## src/rtl/fwd_hazard_ctrl_if.sv

```systemverilog
// fwd_hazard_ctrl_if: ID-stage instruction fields in, forwarding selects and pipeline controls out
interface fwd_hazard_ctrl_if #(
  parameter int REG_ADDR_W = 5,
  parameter int CNT_W = 32
);
  logic id_valid;
  logic [REG_ADDR_W-1:0] id_rs1;
  logic [REG_ADDR_W-1:0] id_rs2;
  logic [REG_ADDR_W-1:0] id_rd;
  logic id_reg_write;
  logic id_mem_read;
  logic id_is_mult;
  logic [1:0] select_fw_a;
  logic [1:0] select_fw_b;
  logic stall;
  logic ex_hold;
  logic ex_bubble;
  logic mem_bubble;
  logic [CNT_W-1:0] stall_cycles;
  modport master (
    output id_valid, id_rs1, id_rs2, id_rd, id_reg_write, id_mem_read, id_is_mult,
    input select_fw_a, select_fw_b, stall, ex_hold, ex_bubble, mem_bubble, stall_cycles
  );
  modport slave (
    input id_valid, id_rs1, id_rs2, id_rd, id_reg_write, id_mem_read, id_is_mult,
    output select_fw_a, select_fw_b, stall, ex_hold, ex_bubble, mem_bubble, stall_cycles
  );
endinterface

```

## src/rtl/fwd_hazard_ctrl.sv

```systemverilog
// fwd_hazard_ctrl: EX forwarding selects and load-use/multiply stall control; FWD_HAZARD_STATS_EN adds a stall-cycle counter
module fwd_hazard_ctrl #(
  parameter int REG_ADDR_W = 5,
  parameter int MULT_LAT = 4,
  parameter int CNT_W = 32
) (
  input logic clk,
  input logic rst,
  fwd_hazard_ctrl_if.slave bus
);
  typedef struct packed {
    logic valid;
    logic [REG_ADDR_W-1:0] rs1;
    logic [REG_ADDR_W-1:0] rs2;
    logic [REG_ADDR_W-1:0] rd;
    logic reg_write;
    logic mem_read;
    logic is_mult;
  } slot_t;
  slot_t id_s, ex_s, mem_s, wb_s;
  logic [3:0] mult_cnt;
  logic mult_stall, load_use;
  function automatic logic hit(slot_t s, logic [REG_ADDR_W-1:0] r);
    return s.valid && s.reg_write && s.rd != '0 && s.rd == r;
  endfunction
  function automatic logic [1:0] sel(slot_t m, slot_t w, logic [REG_ADDR_W-1:0] r);
    return hit(m, r) ? 2'b10 : hit(w, r) ? 2'b01 : 2'b00;
  endfunction
  // hazard detection and forwarding selects from the shadow slots; reset forces every output low
  always_comb begin
    id_s = bus.id_valid ? {1'b1, bus.id_rs1, bus.id_rs2, bus.id_rd, bus.id_reg_write, bus.id_mem_read, bus.id_is_mult} : '0;
    mult_stall = ex_s.valid && ex_s.is_mult && mult_cnt != '0;
    load_use = !mult_stall && ex_s.valid && ex_s.mem_read && ex_s.rd != '0 && id_s.valid
               && (id_s.rs1 == ex_s.rd || id_s.rs2 == ex_s.rd);
    bus.select_fw_a = (rst || !ex_s.valid) ? 2'b00 : sel(mem_s, wb_s, ex_s.rs1);
    bus.select_fw_b = (rst || !ex_s.valid) ? 2'b00 : sel(mem_s, wb_s, ex_s.rs2);
    bus.stall = !rst && (mult_stall || load_use);
    bus.ex_hold = !rst && mult_stall;
    bus.mem_bubble = !rst && mult_stall;
    bus.ex_bubble = !rst && load_use;
  end
  // shadow pipeline advance: multiply holds EX, load-use inserts a bubble into EX
  always_ff @(posedge clk) begin
    if (rst) begin
      ex_s <= '0;
      mem_s <= '0;
      wb_s <= '0;
      mult_cnt <= '0;
    end else begin
      wb_s <= mem_s;
      mem_s <= mult_stall ? '0 : ex_s;
      ex_s <= mult_stall ? ex_s : load_use ? '0 : id_s;
      mult_cnt <= (!mult_stall && !load_use && id_s.valid && id_s.is_mult) ? 4'(MULT_LAT - 1)
                  : mult_cnt != '0 ? mult_cnt - 4'd1 : 4'd0;
    end
  end
`ifdef FWD_HAZARD_STATS_EN
  logic [CNT_W-1:0] cnt;
  // saturating count of stalled cycles
  always_ff @(posedge clk) begin
    if (rst) cnt <= '0;
    else if (bus.stall && !(&cnt)) cnt <= cnt + 1'b1;
  end
  assign bus.stall_cycles = cnt;
`else
  assign bus.stall_cycles = '0;
`endif
endmodule

```

## src/flat_wrapper.sv

```systemverilog
// flat-port wrapper written by rule: the top's interface ports become plain ports
module fwd_hazard_ctrl_flat 
#(
  parameter int REG_ADDR_W = 5,
  parameter int MULT_LAT = 4,
  parameter int CNT_W = 32
)
  (clk, rst, bus_id_valid, bus_id_rs1, bus_id_rs2, bus_id_rd, bus_id_reg_write, bus_id_mem_read, bus_id_is_mult, bus_select_fw_a, bus_select_fw_b, bus_stall, bus_ex_hold, bus_ex_bubble, bus_mem_bubble, bus_stall_cycles);
  fwd_hazard_ctrl_if #(.REG_ADDR_W(REG_ADDR_W), .CNT_W(CNT_W)) bus_i ();
  input logic clk;
  input logic rst;
  input wire logic [$bits(bus_i.id_valid)-1:0] bus_id_valid;
  input wire logic [$bits(bus_i.id_rs1)-1:0] bus_id_rs1;
  input wire logic [$bits(bus_i.id_rs2)-1:0] bus_id_rs2;
  input wire logic [$bits(bus_i.id_rd)-1:0] bus_id_rd;
  input wire logic [$bits(bus_i.id_reg_write)-1:0] bus_id_reg_write;
  input wire logic [$bits(bus_i.id_mem_read)-1:0] bus_id_mem_read;
  input wire logic [$bits(bus_i.id_is_mult)-1:0] bus_id_is_mult;
  output wire logic [$bits(bus_i.select_fw_a)-1:0] bus_select_fw_a;
  output wire logic [$bits(bus_i.select_fw_b)-1:0] bus_select_fw_b;
  output wire logic [$bits(bus_i.stall)-1:0] bus_stall;
  output wire logic [$bits(bus_i.ex_hold)-1:0] bus_ex_hold;
  output wire logic [$bits(bus_i.ex_bubble)-1:0] bus_ex_bubble;
  output wire logic [$bits(bus_i.mem_bubble)-1:0] bus_mem_bubble;
  output wire logic [$bits(bus_i.stall_cycles)-1:0] bus_stall_cycles;
  assign bus_i.id_valid = bus_id_valid;
  assign bus_i.id_rs1 = bus_id_rs1;
  assign bus_i.id_rs2 = bus_id_rs2;
  assign bus_i.id_rd = bus_id_rd;
  assign bus_i.id_reg_write = bus_id_reg_write;
  assign bus_i.id_mem_read = bus_id_mem_read;
  assign bus_i.id_is_mult = bus_id_is_mult;
  assign bus_select_fw_a = bus_i.select_fw_a;
  assign bus_select_fw_b = bus_i.select_fw_b;
  assign bus_stall = bus_i.stall;
  assign bus_ex_hold = bus_i.ex_hold;
  assign bus_ex_bubble = bus_i.ex_bubble;
  assign bus_mem_bubble = bus_i.mem_bubble;
  assign bus_stall_cycles = bus_i.stall_cycles;
  fwd_hazard_ctrl #(.REG_ADDR_W(REG_ADDR_W), .MULT_LAT(MULT_LAT), .CNT_W(CNT_W)) u_core (.clk(clk), .rst(rst), .bus(bus_i));
endmodule
```

## config.mk

```make
export PLATFORM = sky130hd
export DESIGN_NAME = fwd_hazard_ctrl_flat
export DESIGN_NICKNAME = d
export VERILOG_FILES = /design/src/rtl/fwd_hazard_ctrl_if.sv /design/src/rtl/fwd_hazard_ctrl.sv /design/src/flat_wrapper.sv
export SDC_FILE = /design/constraint.sdc
export NUM_CORES = 1
export LEC_CHECK = 0
export ABC_AREA = 0
export BUFFER_PORTS_ARGS = -buffer_cell sky130_fd_sc_hd__buf_4
export CAP_MARGIN = 20
export CORE_ASPECT_RATIO = 2
export CORE_MARGIN = 2
export CORE_UTILIZATION = 51
export DETAILED_ROUTE_END_ITERATION = 16
export GPL_ROUTABILITY_DRIVEN = 0
export GPL_TIMING_DRIVEN = 0
export PLACE_DENSITY = 0.8
export SLEW_MARGIN = 25
export SYNTH_ARGS = -nofsm -noshare
export SYNTH_HDL_FRONTEND = slang
export SYNTH_SLANG_ARGS = --single-unit
```

## constraint.sdc

```tcl
create_clock -name clk -period 2.7 [get_ports clk]
set_input_delay 0.54 -clock clk [delete_from_list [all_inputs] [get_ports clk]]
set_output_delay 0.54 -clock clk [all_outputs]
set_load 0.02 [all_outputs]
```

; Word-level counts from Yosys, hierarchy flattened
; Index checks and enable logic that the tools add are counted.
[word_totals]
inputBits = 21
reg_bits = 37
out_inout_bits = 40
elab_cells = 67
[op_classes]
bitwise_logic = 1
reduce_logical = 34
eq_ne = 6
add_sub_neg = 1
n_mux = 10
[op_table]
columns = op, count
row1 = two-way mux 19 bit, 2
row2 = equality test 5 bit, 6
row3 = logical AND 1 bit, 21
row4 = nonzero test 5 bit, 3
row5 = two-way mux 2 bit, 6
row6 = zero test 1 bit, 4
row7 = nonzero test 4 bit, 1
row8 = "subtractor 4 x 1 -> 4 bit, second input constant", 1
row9 = logical OR 1 bit, 3
row10 = OR reduction 3 bit, 1
row11 = two-way mux 1 bit, 2
row12 = OR reduction 2 bit, 1
row13 = NOT 1 bit, 1

; Longest topological paths before layout
[depth]
word_depth = 13
mapped_depth = 7
depth_no_buf = 5

; Worst setup path before layout
; No wires, ideal clock.
[synth_timing]
path_kind = input port to output port
start = input rst
end = output bus_select_fw_a[0]
setup_slack_ps = 144
path_buffers = 0
t_required_ps = 2160
arrival_time_ps = 2016
stages = 5
cell_sequence = nand2b_1 -> nor2_1 -> o21ai_0 -> or4_1 -> nor4_1
[synth_between]
elab_chain_len = 2
[synth_rtl]
columns = item, line
row1 = start: declaration, flat_wrapper.sv:11  ; input logic rst;
row2 = logical OR 1 bit, fwd_hazard_ctrl.sv:35  ; bus.select_fw_a = (rst || !ex_s.valid) ? 2'b00 : sel(mem_s, wb_s, ex_s.rs1);
row3 = two-way mux 2 bit, fwd_hazard_ctrl.sv:35
row4 = end: declaration, flat_wrapper.sv:19  ; output wire logic [$bits(bus_i.select_fw_a)-1:0] bus_select_fw_a;
; Every way passes these cells.

; Worst setup path after layout
[layout_timing]
start = register u_core.ex_s[5] (netlist bit)
end = output bus_stall
[layout_between]
elab_chain_len = 6
elab_cells_between_ends = 9
classes_between = eq/ne (2) / reduce/logical (7)
[layout_rtl]
columns = item, line
row1 = start: declaration, fwd_hazard_ctrl.sv:20  ; slot_t id_s, ex_s, mem_s, wb_s;
row2 = start signal: assignment, fwd_hazard_ctrl.sv:52  ; ex_s <= mult_stall ? ex_s : load_use ? '0 : id_s;
row3 = nonzero test 5 bit, fwd_hazard_ctrl.sv:33  ; load_use = !mult_stall && ex_s.valid && ex_s.mem_read && ex_s.rd != '0 && id_s.valid
row4 = logical AND 1 bit (2 in series), fwd_hazard_ctrl.sv:33
row5 = logical AND 1 bit (*), fwd_hazard_ctrl.sv:34  ; && (id_s.rs1 == ex_s.rd || id_s.rs2 == ex_s.rd);
row6 = logical OR 1 bit (*), fwd_hazard_ctrl.sv:37  ; bus.stall = !rst && (mult_stall || load_use);
row7 = logical AND 1 bit (*), fwd_hazard_ctrl.sv:37
row8 = end: declaration, flat_wrapper.sv:21  ; output wire logic [$bits(bus_i.stall)-1:0] bus_stall;
; Every way passes the cells marked *; elsewhere a longest branch is shown, timed or not.

==> out/metrics.cfg <==
[worst_setup_path]
path_cells = buf_2 > nor4bb_1 > a2bb2oi_1 > a2111oi_4 > a22oi_2 > o21bai_1 > buf_4
cp.required_ns = 2.16
startpoint = u_core.ex_s[5]
crit_fanout = 8
rrSetupSlack_ns = 0.49
max_stage_delay_ns = 0.42
regToRegStartpoint = u_core.ex_s[5]
worstPathArrival_ns = 2.11
r2r-end = u_core.ex_s[17]
crit_end = bus_stall
ff2ff_path_depth = 8
end_kind = output port
path_class = register to output port
cp-start-kind = register
crit_slowest_cell = a2111oi_4

[synthesis]
synth_cell_types = 39
synth-seq-cells = 37
ys_seq_area_share_pct = 36.75
syn_area_mm2 = 0.002016
synthFlopType = dfxtp_1
avgSynthCellArea_um2 = 9.644
synthArstFlopShare_pct = 0
synth_edf_count = 0
synth_cells = 209
synth_warnings = 0

[global_route]
grt_pass1_wl_um = 6782
grt_max_degree = 12
antenna_found_initial = 0
grt_usage_pct = 20.14
grt_pass1_vias = 1481
grt-ovfl-total = 0

[final_layout]
utilization_pct = 66.15
drive_above_1_share_pct = 30.69
fin_nets = 299
areaGrowthSynthToFinish_pct = 24.83
fin_cells = 328
diodes = 0

[timing]
post-route-min-period_ns = 2.649
finalMaxSlewViolations = 0
fin_crit_sh_pct = 98.10
worst-slew-pin-transition_ns = 0.5293
whs_ns = 0.4551
final.setup_skew_ns = 0.003846
setup_violations = 0
rsz0062_at_grt = false
hold_viol = 0
worst_slack_ns = 0.05120
fmax_mhz = 377.5
relSlewSlack_pct = 64.39

[drt]
routedWlPerCell_um = 13.20
viasPerCell = 4.930
route.detailed.drc = 0
dr.first_iter.drc_count = 21
detail-route-antenna-nets = 0
first_pass_iters = 5
vias = 1617
drt_wl_total_um = 4331

[place]
port_buffers = 28
dp_cells = 319
hpwl_um = 3342
dp_slack_ns = -0.01622

[power]
p_leak_uw = 0.001232
fin_total_pwr_uw = 1203
powerDensity_mw_per_mm2 = 478.1
ir_drop_uv = 428.9

[status]
status = finished, final reports clean

[clock_tree]
clockBufferDepth = 2
htree_levels = 2
cts_buffers = 5
clock_sinks = 37
cts_tree = yes
cts_root_buf = clkbuf_8
insertion_delay_ns = 0.29
path_clk_slew_ns = 0.07

[job]
maxCapViolCount = 0

[floorplan]
die_y_um = 92.91
fp-row-count = 32
dieArea_mm2 = 0.004502
initial_core_util_pct = 52.99
boundaryPins = 61
core_mm2 = 0.003804
fp.dieW_um = 48.46

[worst_hold_path]
hold_start = bus_id_rd[4]
hold_path_class = input pin to register
hold_path_depth = 2

Yosys cell counts (all sizes together), types with 2 or more instances:
master,number,area (µm²)
buf,38,279.0
dfxtp,37,740.7
a22o,19,166.4
xor2,19,166.4
nor2,11,41.29
nand2,9,33.78
xnor2,8,70.07
nor2b,7,43.79
and2,6,37.54
nand3,6,30.03
o21ai,6,30.03
nor3,4,20.02
nor4,4,40.04
a2111oi,3,57.56
a41o,3,30.03
clkbuf,3,11.26
or4,3,22.52
a21oi,2,10.01
a2bb2oi,2,17.52
nand3b,2,15.01
nor4bb,2,20.02
o22ai,2,12.51
cell type report:
cell class | instances | area [µm²]
inverters | 1 | 3.754
repair buffers | 31 | 232.7
well taps | 51 | 63.81
fillers | 341 | 1287
plain buffers | 41 | 291.5
multi-input cells | 161 | 1110
flip-flops and latches | 37 | 740.7
clock inverters | 1 | 5.005
clock buffers | 5 | 68.82
worst min path at each step:
| stage | endpoint | slack, ns |
|---|---|---|
| 2_1_floorplan | u_core.mem_s[2] | 0.43 |
| 3_3_place_gp | u_core.wb_s[2] | 0.45 |
| 3_5_place_dp | u_core.mem_s[2] | 0.46 |
| 4_1_cts | u_core.ex_s[4] | 0.45 |
| 5_1_grt | u_core.ex_s[4] | 0.45 |
| 6_report | u_core.ex_s[7] | 0.46 |
layout by cell type, fill, tap and decap left out, types with 3 or more instances in the layout:
cell,synthesis,layout
buf_2,4,4
nor2b_1,7,7
nand3_1,6,6
conb_1,1,32
and2_1,6,6
nor3_1,4,4
nor2_1,11,11
buf_4,33,64
clkbuf_8,0,5
nor4_1,3,3
a41o_1,3,3
xnor2_1,8,8
nand2_1,9,9
o21ai_0,6,6
a22o_1,19,19
dfxtp_1,37,37
or4_1,3,3
xor2_1,19,19
state kept, by name (all words and copies together), names as in the netlist:
| signal | cells |
|---|---|
| u_core.mult_cnt | 4 |
| u_core.wb_s | 7 |
| u_core.ex_s | 19 |
| u_core.mem_s | 7 |
per-stage QoR:
step,setup TNS (ns),area [µm²]
final,0,2516
after global routing,0,2516
after CTS,0,2507
after detailed placement,-0.01622,2406
after global placement,0,2406
after floorplan,0,2132
where the power goes:
group | switching [µW] | internal [µW]
sequential | 28.3 | 571
clock | 185 | 170
combinational | 131 | 119
kinds of logic (layout without fill, tap and decap cells):
family,count (synthesis),in the layout,synth area share [%]
flip-flops,37,37,36.75
AND/OR/NAND/NOR,58,58,16.39
AO/OA/AOI/OAI,44,44,20.36
XOR/XNOR,27,27,11.73
other,1,32,0.1860
buffers and inverters,42,79,14.59
worst max-delay path: cells and delay by family (launching register included):
family	cells	cell delay, ns
buffers and inverters	2	0.31
and+or+nand+nor	1	0.33
AOI/OAI and AO/OA	4	0.89
DFF	1	0.29
layer usage:
metal  track usage, %  routed length (µm)  up-vias
met2            38.89                2442       68
met1            17.11                1472      725
met3            4.516                 257       10
met5                0                   0        -
met4            15.48                 158        0
li1                 -                   -      814
what timing repair did:
action	CTS	global route
setup endpoints to repair	2	2
pin swaps	2	1
hold buffers	0	0
setup buffers	2	1
resized for setup	1	2
No activity file was read; power rests on OpenSTA's default activity.
